<file path="src/rtl/jtag_axi_pkg.sv">
// Shared JTAG-to-AXI definitions: TAP controller state encoding, instruction
// codes and the data-register selection used by the TAP shift register block.
package jtag_axi_pkg;

  typedef enum logic [3:0] {
    TEST_LOGIC_RESET,
    RUN_TEST_IDLE,
    SELECT_DR_SCAN,
    CAPTURE_DR,
    SHIFT_DR,
    EXIT1_DR,
    PAUSE_DR,
    EXIT2_DR,
    UPDATE_DR,
    SELECT_IR_SCAN,
    CAPTURE_IR,
    SHIFT_IR,
    EXIT1_IR,
    PAUSE_IR,
    EXIT2_IR,
    UPDATE_IR
  } tap_ctrl_fsm_t;

  localparam logic [3:0] IR_IDCODE = 4'h1;
  localparam logic [3:0] IR_USER   = 4'h2;
  localparam logic [3:0] IR_BYPASS = 4'hF;

  localparam int IDCODE_WIDTH = 32;

  typedef enum logic [1:0] {
    DR_SEL_BYPASS,
    DR_SEL_IDCODE,
    DR_SEL_USER
  } dr_sel_t;

endpackage

</file>
<file path="src/rtl/jtag_axi_shift_reg.sv">
// Generic TAP shift register: parallel capture, right shift with tdi entering
// at the MSB, bit 0 presented as the serial output.
module jtag_axi_shift_reg #(
  parameter int WIDTH = 8
) (
  input  logic             tck,
  input  logic             trstn,
  input  logic             capture,
  input  logic             shift,
  input  logic             tdi,
  input  logic [WIDTH-1:0] load_value,
  output logic [WIDTH-1:0] q,
  output logic             lsb
);

  always_ff @(posedge tck or negedge trstn) begin
    if (!trstn) begin
      q <= '0;
    end else if (capture) begin
      q <= load_value;
    end else if (shift) begin
      q <= {tdi, q[WIDTH-1:1]};
    end
  end

  assign lsb = q[0];

endmodule

</file>
<file path="src/rtl/jtag_axi_tap_shift_regs.sv">
// TAP register file: instruction register, BYPASS/IDCODE/USER data registers
// and the TDO mux, all driven by the TAP controller state on rising tck.
module jtag_axi_tap_shift_regs
  import jtag_axi_pkg::*;
#(
  parameter int                      IR_WIDTH   = 4,
  parameter int                      DR_WIDTH   = 64,
  parameter logic [IDCODE_WIDTH-1:0] IDCODE_VAL = 32'h1BEEF001
) (
  input  logic                tck,
  input  logic                trstn,
  input  tap_ctrl_fsm_t       tap_state,
  input  logic                tdi,
  output logic                tdo,
  output logic                tdo_en,
  output logic [IR_WIDTH-1:0] ir_value,
  output logic                dr_capture_strobe,
  input  logic [DR_WIDTH-1:0] dr_capture_data,
  output logic [DR_WIDTH-1:0] dr_update_data,
  output logic                dr_update_valid
);

  localparam logic [IR_WIDTH-1:0] IR_CODE_IDCODE = IR_WIDTH'(IR_IDCODE);
  localparam logic [IR_WIDTH-1:0] IR_CODE_USER   = IR_WIDTH'(IR_USER);
  localparam logic [IR_WIDTH-1:0] IR_CAPTURE_VAL = IR_WIDTH'(2'b01);

  dr_sel_t                   dr_sel;
  logic [IR_WIDTH-1:0]       ir_q;
  logic                      ir_lsb;
  logic [IDCODE_WIDTH-1:0]   unused_idcode_q;
  logic                      idcode_lsb;
  logic [DR_WIDTH-1:0]       user_q;
  logic                      user_lsb;
  logic                      bypass;

  logic capture_dr;
  logic shift_dr;

  // ir_value only moves at UPDATE_IR or TLR, so this selection is stable for a whole DR scan
  always_comb begin
    dr_sel = DR_SEL_BYPASS;
    if (ir_value == IR_CODE_IDCODE) begin
      dr_sel = DR_SEL_IDCODE;
    end else if (ir_value == IR_CODE_USER) begin
      dr_sel = DR_SEL_USER;
    end
  end

  assign capture_dr        = (tap_state == CAPTURE_DR);
  assign shift_dr          = (tap_state == SHIFT_DR);
  assign dr_capture_strobe = capture_dr && (dr_sel == DR_SEL_USER);

  jtag_axi_shift_reg #(.WIDTH(IR_WIDTH)) u_ir_shift (
    .tck        (tck),
    .trstn      (trstn),
    .capture    (tap_state == CAPTURE_IR),
    .shift      (tap_state == SHIFT_IR),
    .tdi        (tdi),
    .load_value (IR_CAPTURE_VAL),
    .q          (ir_q),
    .lsb        (ir_lsb)
  );

  jtag_axi_shift_reg #(.WIDTH(IDCODE_WIDTH)) u_idcode_shift (
    .tck        (tck),
    .trstn      (trstn),
    .capture    (capture_dr && (dr_sel == DR_SEL_IDCODE)),
    .shift      (shift_dr && (dr_sel == DR_SEL_IDCODE)),
    .tdi        (tdi),
    .load_value (IDCODE_VAL),
    .q          (unused_idcode_q),
    .lsb        (idcode_lsb)
  );

  jtag_axi_shift_reg #(.WIDTH(DR_WIDTH)) u_user_shift (
    .tck        (tck),
    .trstn      (trstn),
    .capture    (capture_dr && (dr_sel == DR_SEL_USER)),
    .shift      (shift_dr && (dr_sel == DR_SEL_USER)),
    .tdi        (tdi),
    .load_value (dr_capture_data),
    .q          (user_q),
    .lsb        (user_lsb)
  );

  always_ff @(posedge tck or negedge trstn) begin
    if (!trstn) begin
      bypass <= 1'b0;
    end else if (dr_sel == DR_SEL_BYPASS) begin
      if (capture_dr) begin
        bypass <= 1'b0;
      end else if (shift_dr) begin
        bypass <= tdi;
      end
    end
  end

  always_ff @(posedge tck or negedge trstn) begin
    if (!trstn) begin
      ir_value <= IR_CODE_IDCODE;
    end else if (tap_state == TEST_LOGIC_RESET) begin
      ir_value <= IR_CODE_IDCODE;
    end else if (tap_state == UPDATE_IR) begin
      ir_value <= ir_q;
    end
  end

  // valid defaults low every edge, giving a single-cycle pulse per USER update
  always_ff @(posedge tck or negedge trstn) begin
    if (!trstn) begin
      dr_update_data  <= '0;
      dr_update_valid <= 1'b0;
    end else begin
      dr_update_valid <= 1'b0;
      if ((tap_state == UPDATE_DR) && (dr_sel == DR_SEL_USER)) begin
        dr_update_data  <= user_q;
        dr_update_valid <= 1'b1;
      end
    end
  end

  always_comb begin
    tdo    = 1'b0;
    tdo_en = 1'b0;
    case (tap_state)
      SHIFT_IR: begin
        tdo    = ir_lsb;
        tdo_en = 1'b1;
      end
      SHIFT_DR: begin
        tdo_en = 1'b1;
        case (dr_sel)
          DR_SEL_IDCODE: tdo = idcode_lsb;
          DR_SEL_USER:   tdo = user_lsb;
          default:       tdo = bypass;
        endcase
      end
      default: begin
        tdo    = 1'b0;
        tdo_en = 1'b0;
      end
    endcase
  end

endmodule

</file>
<file path="config.mk">
export PLATFORM = sky130hd
export DESIGN_NAME = jtag_axi_tap_shift_regs
export DESIGN_NICKNAME = d
export VERILOG_FILES = /design/src/rtl/jtag_axi_pkg.sv /design/src/rtl/jtag_axi_shift_reg.sv /design/src/rtl/jtag_axi_tap_shift_regs.sv
export SDC_FILE = /design/constraint.sdc
export NUM_CORES = 1
export LEC_CHECK = 0
export ABC_AREA = 1
export CORE_ASPECT_RATIO = 1.2
export CORE_MARGIN = 3
export CORE_UTILIZATION = 47
export DETAILED_ROUTE_END_ITERATION = 10
export PLACE_DENSITY = 0.82
export SLEW_MARGIN = 20
export SYNTH_ARGS = -nofsm -noshare
export SYNTH_HDL_FRONTEND = slang
export SYNTH_HIERARCHICAL = 1
export SYNTH_SLANG_ARGS = --single-unit
</file>
<file path="constraint.sdc">
create_clock -name tck -period 1.6 [get_ports tck]
set_clock_uncertainty 0.15 [all_clocks]
set_input_delay 0.16 -clock tck [delete_from_list [all_inputs] [get_ports tck]]
set_output_delay 0.16 -clock tck [all_outputs]
set_load 0.05 [all_outputs]
</file>
---- Word-level counts from Yosys, hierarchy flattened ----
Cells that the tools add are included.
word-level totals
  register bits ........................... 170
  bits of input ports ..................... 71
  logic and storage cells ................. 47
operators by class
  equal/unequal tests ..................... 10
  muxes and demuxes ....................... 16
  reduce and logical (&&, ||, !) cells .... 14
operators with widths
  operator                                        count
  2-to-1 mux 64 bit                               2
  2-to-1 mux 32 bit                               2
  == test 4 bit (second input constant)           4
  2-to-1 mux 4 bit                                4
  nonzero test 2 bit                              5
  == test 4 x 2 -> 1 bit (second input constant)  2
  logical AND 1 bit                               5
  == test 4 x 1 -> 1 bit (second input constant)  1
  == test 4 x 3 -> 1 bit (second input constant)  1
  logical NOT 4 bit                               1
  2-to-1 mux 1 bit                                4
  2-to-1 mux 2 bit                                2
  one-hot mux 1 bit (2 select lines)              2
  == test 2 x 1 -> 1 bit (second input constant)  1
  == test 2 bit (second input constant)           1
  logical NOT 2 bit                               1
  AND reduction 2 bit                             1
  OR reduction 2 bit                              1

---- Logic depth before layout (Yosys ltp) ----
  depth in word-level cells ............... 7
  mapped depth ............................ 9
  depth with buffers taken out ............ 7

---- By module ----
Netlist, hierarchy kept.
modules (own cells, without submodules)
  module                                instances  cells an instance  area each (um^2)  seq. area each (um^2)
  jtag_axi_shift_reg at u_user_shift    1          349                2957.8            1601.5
  jtag_axi_tap_shift_regs               1          337                2882.8            1752.9
  jtag_axi_shift_reg at u_idcode_shift  1          177                1516.5            800.8
  jtag_axi_shift_reg at u_ir_shift      1          23                 185.2             100.1

---- Worst setup path after synthesis ----
Ideal clock, no wire load.
  path type ............................... reg-to-reg
  from .................................... register ir_value[1]
  to ...................................... register u_user_shift.q[10]
  library setup time ...................... 124 ps
  arrival ................................. 2378 ps
  required time ........................... 1326 ps
  slack ................................... -1052 ps
  cell stages (with the launch flop) ...... 9
  cell sequence ........................... dfrtp_1 > inv_1 > nor2_1 > nand2_1 > nor2_1 > inv_2 > buf_2 > nand3_1 > nand3_1
on the way
  word-level cells in the longest chain between the ends .. 6
ends and longest elaborated chain
  element                                                  line                            RTL
  from (decl)                                              jtag_axi_tap_shift_regs.sv:16   output logic [IR_WIDTH-1:0] ir_value,
  from (signal assigned)                                   jtag_axi_tap_shift_regs.sv:104  ir_value <= ir_q;
  == test 4 x 2 -> 1 bit                                   jtag_axi_tap_shift_regs.sv:44   end else if (ir_value == IR_CODE_USER) begin
  2-to-1 mux 2 bit                                         jtag_axi_tap_shift_regs.sv:44
  2-to-1 mux 2 bit (*)                                     jtag_axi_tap_shift_regs.sv:42   if (ir_value == IR_CODE_IDCODE) begin
  == test 2 bit (*)                                        -
  logical AND 1 bit (*)                                    -
  via dr_capture_strobe                                    jtag_axi_tap_shift_regs.sv:17   output logic dr_capture_strobe,
  2-to-1 mux 64 bit or nonzero test 2 bit (tied branches)  -
  to (signal assigned)                                     jtag_axi_shift_reg.sv:20        q <= load_value;
  to (signal assigned)                                     jtag_axi_shift_reg.sv:22        q <= {tdi, q[WIDTH-1:1]};
  to (decl)                                                jtag_axi_shift_reg.sv:12        output logic [WIDTH-1:0] q,
Mark *: on every way through the listed nets, which the timed path passes. The rest lies on a longest branch.
A chain may end at the register's enable or synchronous reset.

---- Final worst setup path ----
  from .................................... register ir_value[0]
  to ...................................... output tdo
on the way
  word-level cells in the longest chain between the ends .. 6
ends and longest elaborated chain
  element                                                  line                            RTL
  == test 4 x 2 -> 1 bit                                   jtag_axi_tap_shift_regs.sv:44
  2-to-1 mux 2 bit                                         jtag_axi_tap_shift_regs.sv:44
  2-to-1 mux 2 bit (*)                                     jtag_axi_tap_shift_regs.sv:42
  == test 2 bit or == test 2 x 1 -> 1 bit (tied branches)  jtag_axi_tap_shift_regs.sv:132  case (dr_sel)
  one-hot mux 1 bit (2 select lines) (*)                   jtag_axi_tap_shift_regs.sv:132
  one-hot mux 1 bit (2 select lines) (*)                   jtag_axi_tap_shift_regs.sv:125  case (tap_state)
  to (decl)                                                jtag_axi_tap_shift_regs.sv:14   output logic tdo,
Every way passes the cells marked *; elsewhere a longest branch is shown, timed or not.

==> results.py <==
metrics = {
    "worst_setup_path": {
        "path_max_fanout": 3,
        "r2r_end": "u_user_shift/q[15]",
        "crit_type": "flop to primary output",
        "start_kind": "flop",
        "cp_slowest_cell": "dfstp_2",
        "slowest_delay_ps": 550,
        "path_buf_inv": 2,
        "required_ps": 1290,
        "reg2reg_depth": 10,
        "r2r_slack_ps": -180,
        "critPathCaptureType": "primary output",
        "crit_family": "flip-flops",
        "crit_arrival_ps": 1670,
        "worstPathCellList": "inv_2, nor2_4, nand2_2, nand4_1, nand3_4, buf_12",
        "regToRegStartpoint": "ir_value[0]",
    },
    "finish": {
        "area.sequential_um2": 4259,
        "finish.net_count": 1188,
        "drive_above_1_share": 0.3038,
        "nFillCells": 1029,
        "syn2layout_area_growth_pct": 49.30,
        "stdcell_area_um2": 11250,
        "n_antenna_cell": 0,
        "multiInputGateArea_um2": 3411,
    },
    "yosys": {
        "synth_cells": 885,
        "syn_avg_cell_area_um2": 8.514,
        "yosys_warnings": 6,
        "syn-cell-area_um2": 7535,
    },
    "routing": {
        "vias": 7234,
        "wl_per_cell_um": 17.82,
        "dr.pass1.iters": 5,
        "drtIter0Drc": 785,
        "finalWirelength_um": 23820,
        "wl_met3_um": 1865,
        "viasPerCell": 5.411,
        "wl_met2_um": 12140,
        "antenna_left": 0,
        "drc": 0,
        "drt-met1-wl_um": 8547,
        "highest_layer": "met4",
    },
    "power_and_ir_drop": {
        "ir_worst_vdd_mv": 0.5332,
        "p_int_w": 0.008183,
        "leakage_nw": 5.956,
        "seqPwrFrac": 0.486,
        "p_total_w": 0.01150,
        "combPwrFrac": 0.161,
        "powerDensity_nw_per_um2": 1022,
        "clkPwrFrac": 0.353,
        "swShare": 0.2884,
        "switchingPower_w": 0.003316,
    },
    "grt": {
        "antenna_found_initial": 0,
        "track_usage": 0.2294,
        "grt_max_degree": 48,
        "overflow": 0,
        "first_global_vias": 6519,
        "grt_pass1_wl_um": 31980,
    },
    "die": {
        "io_pins": 143,
        "placementRows": 50,
        "die-area_um2": 17590,
        "die_h_um": 144.7,
        "die_width_um": 121.6,
        "start_util": 0.4818,
        "core_um2": 15640,
    },
    "clocking": {
        "cts_buffer_depth": 2,
        "cts_buffers": 17,
        "cts-root-buf": "clkbuf_16",
        "cts_sinks": 170,
        "clk_pin_slew_worst_paths_ps": 70,
        "h-tree-depth": 4,
        "insertion_delay_ps": 430,
        "cts_tree": "yes",
    },
    "placed_design": {
        "dpl_cell_area_um2": 9575,
        "hpwl_um": 13050,
        "pre_cts_slack_ps": -361.7,
        "gp_congestion": 0.8355,
        "portBuffers": 142,
    },
    "timing": {
        "max_freq_ghz": 0.5041,
        "tns_ps": -16110,
        "hold_viol_final": 0,
        "worst_slack_ps": -383.9,
        "setup_viol": 163,
        "min_period_over_period": 1.240,
        "fin_crit_ps": 1984,
        "slew_violations": 0,
        "rsz0062_at_grt": "yes",
    },
    "worst_hold_path": {
        "hp-class": "input port to async pin",
    },
    "flow_run": {
        "drv_cap": 0,
    },
    "run_status": {
        "violations": "negative setup slack",
        "status": "finished, violations left",
    },
}
-- flip-flops by register name, indices dropped and copies added, names as in the netlist --
register / count
u_user_shift/q: 64
bypass: 1
dr_update_valid: 1
u_ir_shift/q: 4
ir_value: 4
dr_update_data: 64
u_idcode_shift/q: 32
-- worst register-to-register path, delay by kind of cell, from the launching register on --
kind | cells | cell delay, ps
DFF | 1 | 550
buffers and inverters | 4 | 530
and+or+nand+nor | 6 | 480
-- how the worst max path moves through the flow --
stage,cells past startpoint,slack [ps],from,to
2_1_floorplan,8,-290,ir_value[1],u_user_shift/q[10]
3_3_place_gp,8,-330,tap_state[2],u_user_shift/q[60]
3_5_place_dp,9,-360,tap_state[0],u_idcode_shift/q[31]
4_1_cts,8,-390,ir_value[0],tdo
5_1_grt,8,-460,ir_value[0],tdo
6_report,6,-380,ir_value[0],tdo
-- through the flow --
step,instances,utilization,hold WS (ps)
global placement,1273,0.6122,-35.04
detailed placement,1273,0.6122,-31.11
CTS,1316,0.6601,106.6
global route,1337,0.7193,121.1
finish,1337,0.7193,95.36
floorplan,919,-,-285.6
-- routing by layer --
layer / vias up / track usage
met5: - / 0
met4: 0 / 0.08555
met3: 87 / 0.05599
met2: 383 / 0.3811
met1: 3476 / 0.2935
li1: 3288 / -
-- power groups by stage --
stage               registers [W]  logic [W]  clock network, W
floorplan                 0.00560   0.000780                 0
global placement          0.00553    0.00160                 0
detailed placement        0.00554    0.00168                 0
CTS                       0.00549    0.00180           0.00409
global route              0.00566    0.00205           0.00433
finish                    0.00558    0.00185           0.00406
-- cells in the final DEF (no fill, tap or decap), drive strengths merged --
master / instances
nand2: 414
nand3: 210
dfrtp: 169
buf: 153
clkdlybuf4s50: 65
conb: 36
clkbuf: 30
inv: 16
nor2: 15
clkinv: 4
dlymetal6s2s: 3
nor3: 2
bufinv: 2
clkinvlp: 2
o21ai: 2
nand4: 1
o211ai: 1
a21boi: 1
dlygate4sd3: 1
dlygate4sd2: 1
dfstp: 1
-- repair_timing --
item,4_1_cts,5_1_grt
cloned,0,20
setup buffers,11,6
pin swaps,8,34
hold buffers,1,0
resized for setup,20,168
hold endpoints to repair,170,0
setup endpoints to repair,163,166
-- area by class of cell --
class	instances	area share
clock buffers	19	0.03848
clock inverters	12	0.01246
inverters	11	0.005005
multi-input cells	682	0.3032
flip-flops and latches	170	0.3786
well taps	208	0.02313
repair buffers	234	0.2381
repair inverters	1	0.001001
(Power assumes the default switching activity.)
